`src/rtl/rs_dispatch_arbiter.sv`:
```
// rs_dispatch_arbiter
// Picks one ready reservation station per cycle and loads its operation into
// a one-entry output register. The execute unit drains that register through a
// valid/ready handshake.
//
// Ports:
//   clk, reset        clock, synchronous active-high reset
//   mispredicted      flush: empties the output register, blocks capture
//   rob_head          ROB head tag; oldest-first age is measured from it
//   rs_*              per-station bank view, station 0 in the LSBs
//   consumed_bus      one-hot clear of the station captured at this edge
//   fu_valid/fu_ready output register handshake
//   fu_*              dispatched fields; fu_src is the source station index
//   disp_count        wrapping dispatch counter

// Per-station eligibility and ROB age relative to the head.
module rs_dispatch_lane #(
    parameter int ROB_W = 4
) (
    input  logic             busy,
    input  logic             valid_ops,
    input  logic [ROB_W-1:0] rob,
    input  logic [ROB_W-1:0] rob_head,
    output logic             elig,
    output logic [ROB_W-1:0] age
);
    // Tag 0 is reserved as "no ROB entry" and is never dispatched.
    assign elig = busy & valid_ops & (rob != '0);
    // Modular difference: tags behind the head by wraparound come out large,
    // which makes them the youngest.
    assign age  = rob - rob_head;
endmodule

module rs_dispatch_arbiter #(
    parameter int NUM_RS  = 4,
    parameter int ROB_W   = 4,
    parameter int OP_W    = 4,
    parameter int XLEN    = 32,
    parameter int RR_MODE = 0,
    localparam int IDX_W  = (NUM_RS > 1) ? $clog2(NUM_RS) : 1
) (
    input  logic                     clk,
    input  logic                     reset,
    input  logic                     mispredicted,
    input  logic [ROB_W-1:0]         rob_head,
    input  logic [NUM_RS-1:0]        rs_busy,
    input  logic [NUM_RS-1:0]        rs_valid_ops,
    input  logic [NUM_RS*ROB_W-1:0]  rs_rob,
    input  logic [NUM_RS*OP_W-1:0]   rs_op,
    input  logic [NUM_RS*XLEN-1:0]   rs_v1,
    input  logic [NUM_RS*XLEN-1:0]   rs_v2,
    input  logic [NUM_RS*2-1:0]      rs_branch_type,
    input  logic [NUM_RS-1:0]        rs_load,
    output logic [NUM_RS-1:0]        consumed_bus,
    output logic                     fu_valid,
    input  logic                     fu_ready,
    output logic [ROB_W-1:0]         fu_rob,
    output logic [OP_W-1:0]          fu_op,
    output logic [XLEN-1:0]          fu_v1,
    output logic [XLEN-1:0]          fu_v2,
    output logic [1:0]               fu_branch_type,
    output logic                     fu_load,
    output logic [IDX_W-1:0]         fu_src,
    output logic [15:0]              disp_count
);

    typedef struct packed {
        logic [ROB_W-1:0] rob;
        logic [OP_W-1:0]  op;
        logic [XLEN-1:0]  v1;
        logic [XLEN-1:0]  v2;
        logic [1:0]       br;
        logic             load;
    } disp_t;

    disp_t              st  [NUM_RS];
    logic [ROB_W-1:0]   age [NUM_RS];
    logic [NUM_RS-1:0]  elig;
    disp_t              fu_q;
    logic [IDX_W-1:0]   rr_ptr;
    logic [IDX_W-1:0]   rr_next;
    logic [IDX_W-1:0]   rr_idx;
    logic [IDX_W-1:0]   win;
    logic [ROB_W-1:0]   best_age;
    logic               found;
    logic               cap;

    for (genvar g = 0; g < NUM_RS; g++) begin : g_rs
        rs_dispatch_lane #(.ROB_W(ROB_W)) u_lane (
            .busy      (rs_busy[g]),
            .valid_ops (rs_valid_ops[g]),
            .rob       (rs_rob[g*ROB_W +: ROB_W]),
            .rob_head  (rob_head),
            .elig      (elig[g]),
            .age       (age[g])
        );
        assign st[g] = '{rob:  rs_rob[g*ROB_W +: ROB_W],
                         op:   rs_op[g*OP_W +: OP_W],
                         v1:   rs_v1[g*XLEN +: XLEN],
                         v2:   rs_v2[g*XLEN +: XLEN],
                         br:   rs_branch_type[g*2 +: 2],
                         load: rs_load[g]};
    end

    // Winner select. Oldest-first uses a strict '<' so the lowest index keeps
    // ties; round-robin scans upward from rr_ptr with wrap.
    always_comb begin
        found    = 1'b0;
        win      = '0;
        best_age = '1;
        rr_idx   = '0;
        if (RR_MODE == 0) begin
            for (int i = 0; i < NUM_RS; i++) begin
                if (elig[i] && (!found || age[i] < best_age)) begin
                    found    = 1'b1;
                    win      = IDX_W'(i);
                    best_age = age[i];
                end
            end
        end else begin
            for (int k = 0; k < NUM_RS; k++) begin
                rr_idx = IDX_W'((int'(rr_ptr) + k) % NUM_RS);
                if (!found && elig[rr_idx]) begin
                    found = 1'b1;
                    win   = rr_idx;
                end
            end
        end
    end

    // Capture only when the register is free or draining this same edge.
    assign cap          = found & ~mispredicted & ~reset & (~fu_valid | fu_ready);
    assign consumed_bus = cap ? (NUM_RS'(1) << win) : '0;
    assign rr_next      = (win == IDX_W'(NUM_RS - 1)) ? '0 : win + IDX_W'(1);

    always_ff @(posedge clk) begin
        if (reset) begin
            fu_valid   <= 1'b0;
            fu_q       <= '0;
            fu_src     <= '0;
            rr_ptr     <= '0;
            disp_count <= '0;
        end else if (mispredicted) begin
            fu_valid <= 1'b0;
            fu_q     <= '0;
            fu_src   <= '0;
        end else if (cap) begin
            fu_valid   <= 1'b1;
            fu_q       <= st[win];
            fu_src     <= win;
            rr_ptr     <= rr_next;
            disp_count <= disp_count + 16'd1;
        end else if (fu_valid && fu_ready) begin
            fu_valid <= 1'b0;
        end
    end

    assign fu_rob         = fu_q.rob;
    assign fu_op          = fu_q.op;
    assign fu_v1          = fu_q.v1;
    assign fu_v2          = fu_q.v2;
    assign fu_branch_type = fu_q.br;
    assign fu_load        = fu_q.load;

endmodule
```
`config.mk`:
```
export PLATFORM = sky130hd
export DESIGN_NAME = rs_dispatch_arbiter
export DESIGN_NICKNAME = d
export VERILOG_FILES = /design/src/rtl/rs_dispatch_arbiter.sv
export SDC_FILE = /design/constraint.sdc
export NUM_CORES = 1
export LEC_CHECK = 0
export CAP_MARGIN = 20
export CORE_AREA = 3 3 160 162
export DETAILED_ROUTE_END_ITERATION = 8
export DIE_AREA = 0 0 163 165
export HOLD_SLACK_MARGIN = 0.12
export SETUP_SLACK_MARGIN = 0.4
export SLEW_MARGIN = 20
export SYNTH_ARGS = -nofsm -noshare
export SYNTH_HDL_FRONTEND = slang
export SYNTH_SLANG_ARGS = --single-unit
```
`constraint.sdc`:
```
create_clock -name clk -period 23.1 [get_ports clk]
set_input_delay 3.465 -clock clk [delete_from_list [all_inputs] [get_ports clk]]
set_output_delay 3.465 -clock clk [all_outputs]
set_load 0.005 [all_outputs]
```
==> impl_results.html, run 1 <==
<table>
<tr><th>Metric</th><th>Value</th></tr>
<tr><th colspan="2">Critical path</th></tr>
<tr><td>Delay of the slowest cell on the worst path</td><td>0.64 ns</td></tr>
<tr><td>Crit Path Class</td><td>input port to output pin</td></tr>
<tr><td>Data required time of the critical path</td><td>19.64 ns</td></tr>
<tr><td>Critical path's slowest cell</td><td>buf_4</td></tr>
<tr><td>Endpoint of the worst-slack reg-to-reg timing path</td><td>fu_v2[5]</td></tr>
<tr><td>Critical path fanouts, max</td><td>49</td></tr>
<tr><td>Most repeated library cell on the critical path</td><td>ha_1</td></tr>
<tr><td>Critical path launch point type</td><td>input port</td></tr>
<tr><td>R2r startpoint</td><td>fu_valid</td></tr>
<tr><td>Worst Setup End Kind</td><td>output pin</td></tr>
<tr><td>Kind of cell with the highest combined delay on the critical path</td><td>compound AO/OA/AOI/OAI gates</td></tr>
<tr><td>R2R Setup Slk</td><td>20.56 ns</td></tr>
<tr><td>Depth of the worst register-to-register path</td><td>7</td></tr>
<tr><td>Buffers and inverters on the worst path</td><td>5</td></tr>
<tr><td>Critical Path AT</td><td>11.10 ns</td></tr>
<tr><th colspan="2">Pwr</th></tr>
<tr><td>Tot Pwr</td><td>532 µW</td></tr>
<tr><td>P_leak</td><td>4.37 nW</td></tr>
<tr><td>Power density normalized to cell area</td><td>47.5 nW/µm²</td></tr>
<tr><td>Peak VDD IR</td><td>27.2 µV</td></tr>
<tr><th colspan="2">Timing</th></tr>
<tr><td>Max Freq</td><td>0.0686 GHz</td></tr>
<tr><td>Slew HR</td><td>0.276</td></tr>
<tr><td>Sum of negative setup slack</td><td>0 ns</td></tr>
<tr><td>Final slew viol count</td><td>0</td></tr>
<tr><td>Maximum clock skew at final layout</td><td>0.00586 ns</td></tr>
<tr><td>Setup violations, final</td><td>0</td></tr>
<tr><td>Period utilisation layout</td><td>0.631</td></tr>
<tr><td>Worst slack on hold paths</td><td>0.463 ns</td></tr>
<tr><td>Actual slew at the worst max-slew pin</td><td>1.09 ns</td></tr>
<tr><td>Count of endpoints failing hold in the final timing report</td><td>0</td></tr>
<tr><td>RSZ-0062 raised after global routing</td><td>false</td></tr>
<tr><td>Shortest clock period the worst path allows after layout</td><td>14.57 ns</td></tr>
<tr><th colspan="2">Synthesis</th></tr>
<tr><td>Count of flip-flops with a built-in enable after synthesis</td><td>0</td></tr>
<tr><td>Fraction of synthesis flops using an asynchronous set or reset pin</td><td>0</td></tr>
<tr><td>Post-Synthesis Cell Area</td><td>6560 µm²</td></tr>
<tr><td>Seq/Total Area, Yosys</td><td>0.287</td></tr>
<tr><td>Syn Nets</td><td>1073</td></tr>
<tr><td>Synthesized instance count</td><td>731</td></tr>
<tr><td>Dominant synthesized flop cell</td><td>dfxtp_1</td></tr>
<tr><td>Syn Area/Cell</td><td>8.97 µm²</td></tr>
<tr><td>Number of register bits inferred by synthesis</td><td>94</td></tr>
<tr><td>Yosys warnings</td><td>0</td></tr>
<tr><td>Number of distinct standard cells referenced by the synthesized netlist</td><td>52</td></tr>
<tr><th colspan="2">Clock tree</th></tr>
<tr><td>H-tree depth reported by CTS</td><td>3</td></tr>
<tr><td>Clk sinks</td><td>94</td></tr>
<tr><td>Number of hold buffers added after cts</td><td>0</td></tr>
<tr><td>Count of buffers added by post-CTS timing repair for setup</td><td>0</td></tr>
<tr><td>CTS Buf Count</td><td>9</td></tr>
<tr><td>Worst-skew pair later-pin latency</td><td>0.34 ns</td></tr>
<tr><td>CTS tree</td><td>done</td></tr>
<tr><td>Deepest clock path buffer count</td><td>2</td></tr>
<tr><td># resized after CTS</td><td>0</td></tr>
<tr><td>Clock Root Buffer</td><td>clkbuf_16</td></tr>
<tr><td>Clock transition at path regs</td><td>0.07 ns</td></tr>
<tr><th colspan="2">Placed design</th></tr>
<tr><td>Cell count after placement</td><td>1422</td></tr>
<tr><td>Port-buffer cells</td><td>413</td></tr>
<tr><td>Half-perimeter wire length after detailed placement</td><td>21500 µm</td></tr>
<tr><td>Placed inst area</td><td>10900 µm²</td></tr>
<tr><td>Placer congestion estimate</td><td>0.826</td></tr>
<tr><th colspan="2">Drt</th></tr>
<tr><td>Routed length per placed instance</td><td>19.1 µm</td></tr>
<tr><td>Total via count after detailed routing</td><td>6887</td></tr>
<tr><td>Detailed-route wire length</td><td>27500 µm</td></tr>
<tr><td>Total iterations of the first detailed-routing run</td><td>7</td></tr>
<tr><td>DRC Markers</td><td>0</td></tr>
<tr><td>Starting DRT DRC Count</td><td>289</td></tr>
<tr><td>Drt via density</td><td>4.79</td></tr>
<tr><td>Post-detailed-route count of antenna-violating nets</td><td>0</td></tr>
<tr><th colspan="2">Layout</th></tr>
<tr><td>Net count of the finished layout</td><td>1451</td></tr>
<tr><td>Fraction of layout cells with a size suffix above 1</td><td>0.120</td></tr>
<tr><td>Area Overhead vs Synth</td><td>71.0%</td></tr>
<tr><td>Most frequent standard cell in the layout excluding fill and tap cells</td><td>clkdlybuf4s50_1</td></tr>
<tr><td>Most frequent cells in the layout</td><td>clkdlybuf4s50_1, nand2_1, dfxtp_1</td></tr>
<tr><td># diodes</td><td>0</td></tr>
<tr><td>Post-route insts no fill</td><td>1438</td></tr>
<tr><td>Post-route cell area</td><td>11200 µm²</td></tr>
<tr><th colspan="2">Job</th></tr>
<tr><td># Max-Cap Violations</td><td>0</td></tr>
<tr><th colspan="2">Min path</th></tr>
<tr><td>Number of cells on the worst hold path</td><td>2</td></tr>
<tr><td>End point of the most critical hold path</td><td>fu_v2[7]</td></tr>
<tr><td>Hold Path Class</td><td>flip-flop to flip-flop</td></tr>
<tr><td>Hold path start</td><td>fu_v2[7]</td></tr>
<tr><th colspan="2">Die</th></tr>
<tr><td>Die area</td><td>26900 µm²</td></tr>
<tr><td>Effective utilization at floorplan</td><td>0.270</td></tr>
<tr><td>Horizontal die dimension</td><td>163 µm</td></tr>
<tr><td>Core footprint</td><td>24200 µm²</td></tr>
<tr><td>IO Pins</td><td>414</td></tr>
<tr><td>Number of standard-cell rows in the floorplan</td><td>57</td></tr>
<tr><td>Die height</td><td>165 µm</td></tr>
<tr><th colspan="2">GRT</th></tr>
<tr><td>Gr usage total</td><td>0.190</td></tr>
<tr><td>Via count of the first global-routing pass</td><td>6901</td></tr>
<tr><td>GR Overflow Total</td><td>0</td></tr>
<tr><td>Antenna violations before repair</td><td>0</td></tr>
<tr><td>First-pass GRT wire length</td><td>40000 µm</td></tr>
<tr><td>Pin count of the biggest net entering global routing</td><td>78</td></tr>
<tr><th colspan="2">Outcome</th></tr>
<tr><td>Run status</td><td>completed</td></tr>
</table>
==> synth_stat cells, types with 6 or more instances <==
library cell / count / area [µm²]
a21oi_1: 10 / 50.1
buf_2: 25 / 125
clkbuf_1: 24 / 90.1
dfxtp_1: 94 / 1880
ha_1: 22 / 275
inv_1: 21 / 78.8
mux2_2: 75 / 845
mux2i_1: 78 / 781
nand2_1: 165 / 619
nor2_1: 29 / 109
nor3_1: 6 / 30.0
nor4_1: 6 / 37.5
o21ai_0: 7 / 35.0
o221ai_1: 56 / 490
o221ai_2: 20 / 300
xnor2_1: 18 / 158
xor2_1: 7 / 61.3
==> power by group <==
group          total (mW)  switching, mW  leakage [nW]  internal, mW
sequential          0.184        0.00811         0.767         0.176
clock               0.144         0.0693         0.136        0.0749
combinational       0.204         0.0874          3.47         0.116
total               0.532          0.165          4.37         0.367
==> area by class of cell <==
cell class | count | area (µm²)
Clock buffer | 11 | 233
Timing Repair Buffer | 422 | 4200
Fill cell | 2369 | 13000
Clock inverter | 5 | 42.5
Sequential cell | 94 | 1880
Inverter | 21 | 78.8
Multi-Input combinational cell | 561 | 4370
Tap cell | 324 | 405
==> kinds of logic after synthesis <==
kind of cell | after synthesis | synth area share
multiplexers | 153 | 0.248
AO/OA/AOI/OAI | 122 | 0.171
XOR/XNOR | 25 | 0.0334
AND/OR/NAND/NOR | 235 | 0.153
buffers and inverters | 76 | 0.0534
flip-flops | 94 | 0.287
adder cells (fa/ha/maj) | 26 | 0.0542
==> worst max-delay path by stage <==
stage,startpoint,end,slack (ns),cells past startpoint
after floorplan,rob_head[1],consumed_bus[0],10.78,27
after global placement,rob_head[1],consumed_bus[1],8.61,28
after detailed placement,rob_head[1],consumed_bus[1],8.52,28
after CTS,rob_head[1],consumed_bus[1],8.50,28
after global routing,rob_head[1],consumed_bus[1],7.97,28
final,rob_head[1],consumed_bus[1],8.53,28
==> through the flow <==
stage,worst slack (ns),util
2_1_floorplan,10.78,-
3_3_place_gp,8.61,0.451
3_5_place_dp,8.52,0.451
4_1_cts,8.50,0.462
5_1_grt,7.97,0.462
6_report,8.53,0.462
==> state kept, by name, indices dropped and copies added, names as in the netlist <==
signal          cells
fu_v1              32
fu_v2              32
fu_branch_type      2
fu_op               4
fu_rob              4
fu_src              2
disp_count         16
fu_load             1
fu_valid            1
==> worst reg2reg max path, stage by stage, from the launching register on <==
cell and delay, ns:
dfxtp_1 0.32, nand2b_1 0.08, and2_1 0.17, o21a_4 0.43
inv_1 0.16, a221o_4 0.52, buf_4 0.43, o221ai_1 0.35
==> routing by layer <==
| layer | up-vias | global-route usage | wire (µm) |
|---|---|---|---|
| li1 | 3417 | - | - |
| met1 | 3171 | 0.228 | 11200 |
| met2 | 282 | 0.340 | 13700 |
| met3 | 17 | 0.0554 | 2270 |
| met4 | 0 | 0.0373 | 305 |
| met5 | - | 0 | 0 |
Power figures use the tool's default switching activity.
==> inputs of run 2 (changes only) <==
--- a/config.mk
+++ b/config.mk
@@ -6,9 +6,9 @@
 export NUM_CORES = 1
 export LEC_CHECK = 0
 export CAP_MARGIN = 20
-export CORE_AREA = 3 3 160 162
+export CORE_AREA = 3 3 161 163
 export DETAILED_ROUTE_END_ITERATION = 8
-export DIE_AREA = 0 0 163 165
+export DIE_AREA = 0 0 164 166
 export HOLD_SLACK_MARGIN = 0.12
 export SETUP_SLACK_MARGIN = 0.4
 export SLEW_MARGIN = 20
==> constraint.sdc (replaced) <==
create_clock -name clk -period 12.35 [get_ports clk]
set_input_delay 1.8525 -clock clk [delete_from_list [all_inputs] [get_ports clk]]
set_output_delay 1.8525 -clock clk [all_outputs]
set_load 0.005 [all_outputs]
==> impl_results.html, run 2 (same netlist as run 1, synthesis figures left out) <==
<table>
<tr><th>Metric</th><th>Value</th></tr>
<tr><th colspan="2">Outcome</th></tr>
<tr><td>Run status</td><td>completed</td></tr>
<tr><th colspan="2">Pwr</th></tr>
<tr><td>Combinational group share of total power</td><td>0.375</td></tr>
<tr><td>Power density normalized to cell area</td><td>91.1 nW/µm²</td></tr>
<tr><td>Switching share of total power</td><td>0.303</td></tr>
<tr><td>P_sw</td><td>311 µW</td></tr>
<tr><td>Power share of the sequential group</td><td>0.336</td></tr>
<tr><td>Tot Pwr</td><td>1.02 mW</td></tr>
<tr><td>Portion of total power attributed to the clock network</td><td>0.290</td></tr>
<tr><td>Peak VDD IR</td><td>49.7 µV</td></tr>
<tr><td>P_leak</td><td>4.39 nW</td></tr>
<tr><td>Pint</td><td>714 µW</td></tr>
<tr><th colspan="2">Drt</th></tr>
<tr><td>DRC Markers</td><td>0</td></tr>
<tr><td>Starting DRT DRC Count</td><td>314</td></tr>
<tr><td>Post-detailed-route count of antenna-violating nets</td><td>0</td></tr>
<tr><td>Drt via density</td><td>4.86</td></tr>
<tr><td>Total via count after detailed routing</td><td>6992</td></tr>
<tr><td>Detailed-route wire length</td><td>27900 µm</td></tr>
<tr><td>Total iterations of the first detailed-routing run</td><td>4</td></tr>
<tr><td>Routed length per placed instance</td><td>19.4 µm</td></tr>
<tr><th colspan="2">GRT</th></tr>
<tr><td>GR Overflow Total</td><td>0</td></tr>
<tr><td>First-pass GRT wire length</td><td>41200 µm</td></tr>
<tr><td>Pin count of the biggest net entering global routing</td><td>54</td></tr>
<tr><td>Via count of the first global-routing pass</td><td>7047</td></tr>
<tr><td>Antenna violations before repair</td><td>0</td></tr>
<tr><td>Gr usage total</td><td>0.195</td></tr>
<tr><th colspan="2">Die</th></tr>
<tr><td>Die area</td><td>27200 µm²</td></tr>
<tr><td>Core footprint</td><td>24500 µm²</td></tr>
<tr><td>Effective utilization at floorplan</td><td>0.268</td></tr>
<tr><td>IO Pins</td><td>414</td></tr>
<tr><td>Die height</td><td>166 µm</td></tr>
<tr><td>Number of standard-cell rows in the floorplan</td><td>57</td></tr>
<tr><td>Horizontal die dimension</td><td>164 µm</td></tr>
<tr><th colspan="2">Critical path</th></tr>
<tr><td>Most repeated library cell on the critical path</td><td>ha_1</td></tr>
<tr><td>Critical Path AT</td><td>8.97 ns</td></tr>
<tr><td>Critical path's slowest cell</td><td>o21ai_4</td></tr>
<tr><td>Data required time of the critical path</td><td>10.50 ns</td></tr>
<tr><td>Critical path fanouts, max</td><td>34</td></tr>
<tr><td>Worst Setup End Kind</td><td>output pin</td></tr>
<tr><td>Delay of the slowest cell on the worst path</td><td>0.82 ns</td></tr>
<tr><td>Buffers and inverters on the worst path</td><td>3</td></tr>
<tr><td>Critical path launch point type</td><td>input port</td></tr>
<tr><td>Crit Path Class</td><td>input port to output pin</td></tr>
<tr><td>Kind of cell with the highest combined delay on the critical path</td><td>compound AO/OA/AOI/OAI gates</td></tr>
<tr><th colspan="2">Layout</th></tr>
<tr><td>Fillers</td><td>2365</td></tr>
<tr><td>Most frequent cells in the layout</td><td>clkdlybuf4s50_1, nand2_1, dfxtp_1</td></tr>
<tr><td>Area Overhead vs Synth</td><td>71.6%</td></tr>
<tr><td>Post-route insts no fill</td><td>1439</td></tr>
<tr><td>Final cell utilization of the core</td><td>0.460</td></tr>
<tr><td>Net count of the finished layout</td><td>1451</td></tr>
<tr><td>Fraction of layout cells with a size suffix above 1</td><td>0.122</td></tr>
<tr><td>Post-route cell area</td><td>11300 µm²</td></tr>
<tr><td>Most frequent standard cell in the layout excluding fill and tap cells</td><td>clkdlybuf4s50_1</td></tr>
<tr><th colspan="2">Timing</th></tr>
<tr><td>Sum of negative setup slack</td><td>0 ns</td></tr>
<tr><td>Worst slack on hold paths</td><td>0.464 ns</td></tr>
<tr><td>RSZ-0062 raised after global routing</td><td>false</td></tr>
<tr><td>Max Freq</td><td>0.0924 GHz</td></tr>
<tr><td>Maximum clock skew at final layout</td><td>0.0133 ns</td></tr>
<tr><td>Actual slew at the worst max-slew pin</td><td>1.09 ns</td></tr>
<tr><td>Setup violations, final</td><td>0</td></tr>
<tr><td>Shortest clock period the worst path allows after layout</td><td>10.83 ns</td></tr>
<tr><td>Worst setup slack after layout</td><td>1.52 ns</td></tr>
<tr><td>Final slew viol count</td><td>0</td></tr>
<tr><td>Slew HR</td><td>0.274</td></tr>
<tr><td>Period utilisation layout</td><td>0.877</td></tr>
<tr><td>Count of endpoints failing hold in the final timing report</td><td>0</td></tr>
<tr><th colspan="2">Placed design</th></tr>
<tr><td>Worst setup slack after placement</td><td>1.47 ns</td></tr>
<tr><td>Placer congestion estimate</td><td>0.860</td></tr>
<tr><td>Port-buffer cells</td><td>413</td></tr>
<tr><td>Cell count after placement</td><td>1422</td></tr>
<tr><td>Placed inst area</td><td>10900 µm²</td></tr>
<tr><td>Half-perimeter wire length after detailed placement</td><td>21900 µm</td></tr>
<tr><th colspan="2">Clock tree</th></tr>
<tr><td>Count of buffers added by post-CTS timing repair for setup</td><td>0</td></tr>
<tr><td>Clock Root Buffer</td><td>clkbuf_16</td></tr>
<tr><td>Clk sinks</td><td>94</td></tr>
<tr><td>Worst-skew pair later-pin latency</td><td>0.34 ns</td></tr>
<tr><td>Deepest clock path buffer count</td><td>2</td></tr>
<tr><td>CTS Buf Count</td><td>9</td></tr>
<tr><td>Number of hold buffers added after cts</td><td>0</td></tr>
<tr><td>Clock transition at path regs</td><td>0.06 ns</td></tr>
<tr><td># resized after CTS</td><td>0</td></tr>
<tr><td>CTS tree</td><td>done</td></tr>
<tr><td>H-tree depth reported by CTS</td><td>3</td></tr>
<tr><th colspan="2">Min path</th></tr>
<tr><td>Hold Path Class</td><td>flip-flop to flip-flop</td></tr>
<tr><th colspan="2">Job</th></tr>
<tr><td># Max-Cap Violations</td><td>0</td></tr>
</table>
==> run 2: cell types whose count changed in the layout (fill, tap and decap cells not counted), sizes merged <==
cell	delta
diode	+1
clkinvlp	+1
clkinv	-1
clkbuf	-1
bufinv	+1
==> run 2: final cells by class <==
class | count | area (µm²) | share of cell area
Antenna cell | 1 | 2.50 | 0.000222
Tap cell | 324 | 405 | 0.0360
Timing Repair Buffer | 422 | 4200 | 0.373
Clock inverter | 6 | 75.1 | 0.00667
Clock buffer | 10 | 239 | 0.0212
Inverter | 21 | 78.8 | 0.00700
Sequential cell | 94 | 1880 | 0.167
Multi-Input combinational cell | 561 | 4370 | 0.388
==> run 2: worst min-delay path, cell delays in order (launching register included) <==
cell and delay [ns]:
dfxtp_1 0.32, nand2_1 0.05, o221ai_1 0.06
==> run 2: power by group through the flow <==
stage | combinational [mW] | clock, mW | sequential [mW]
3_5_place_dp | 0.386 | 0 | 0.350
4_1_cts | 0.388 | 0.307 | 0.344
3_3_place_gp | 0.386 | 0 | 0.350
2_1_floorplan | 0.173 | 0 | 0.352
5_1_grt | 0.413 | 0.321 | 0.347
6_report | 0.384 | 0.297 | 0.344
==> run 2: metal layers <==
layer	global-route usage	vias to the layer above	wire length [µm]
met5	0	-	0
met4	0.0519	0	604
met3	0.0496	27	2110
met2	0.343	256	13900
met1	0.234	3288	11200
li1	-	3421	-
==> run 2: path summary, 6_finish.rpt <==
path	startpoint	endpoint	slack, ns	cells past startpoint
worst min register to register	fu_rob[2]	fu_rob[2]	0.46	2
worst min-delay path	fu_rob[2]	fu_rob[2]	0.46	2
worst max-delay path	rob_head[1]	consumed_bus[1]	1.52	26
worst max register to register	fu_valid	fu_v2[19]	9.73	7
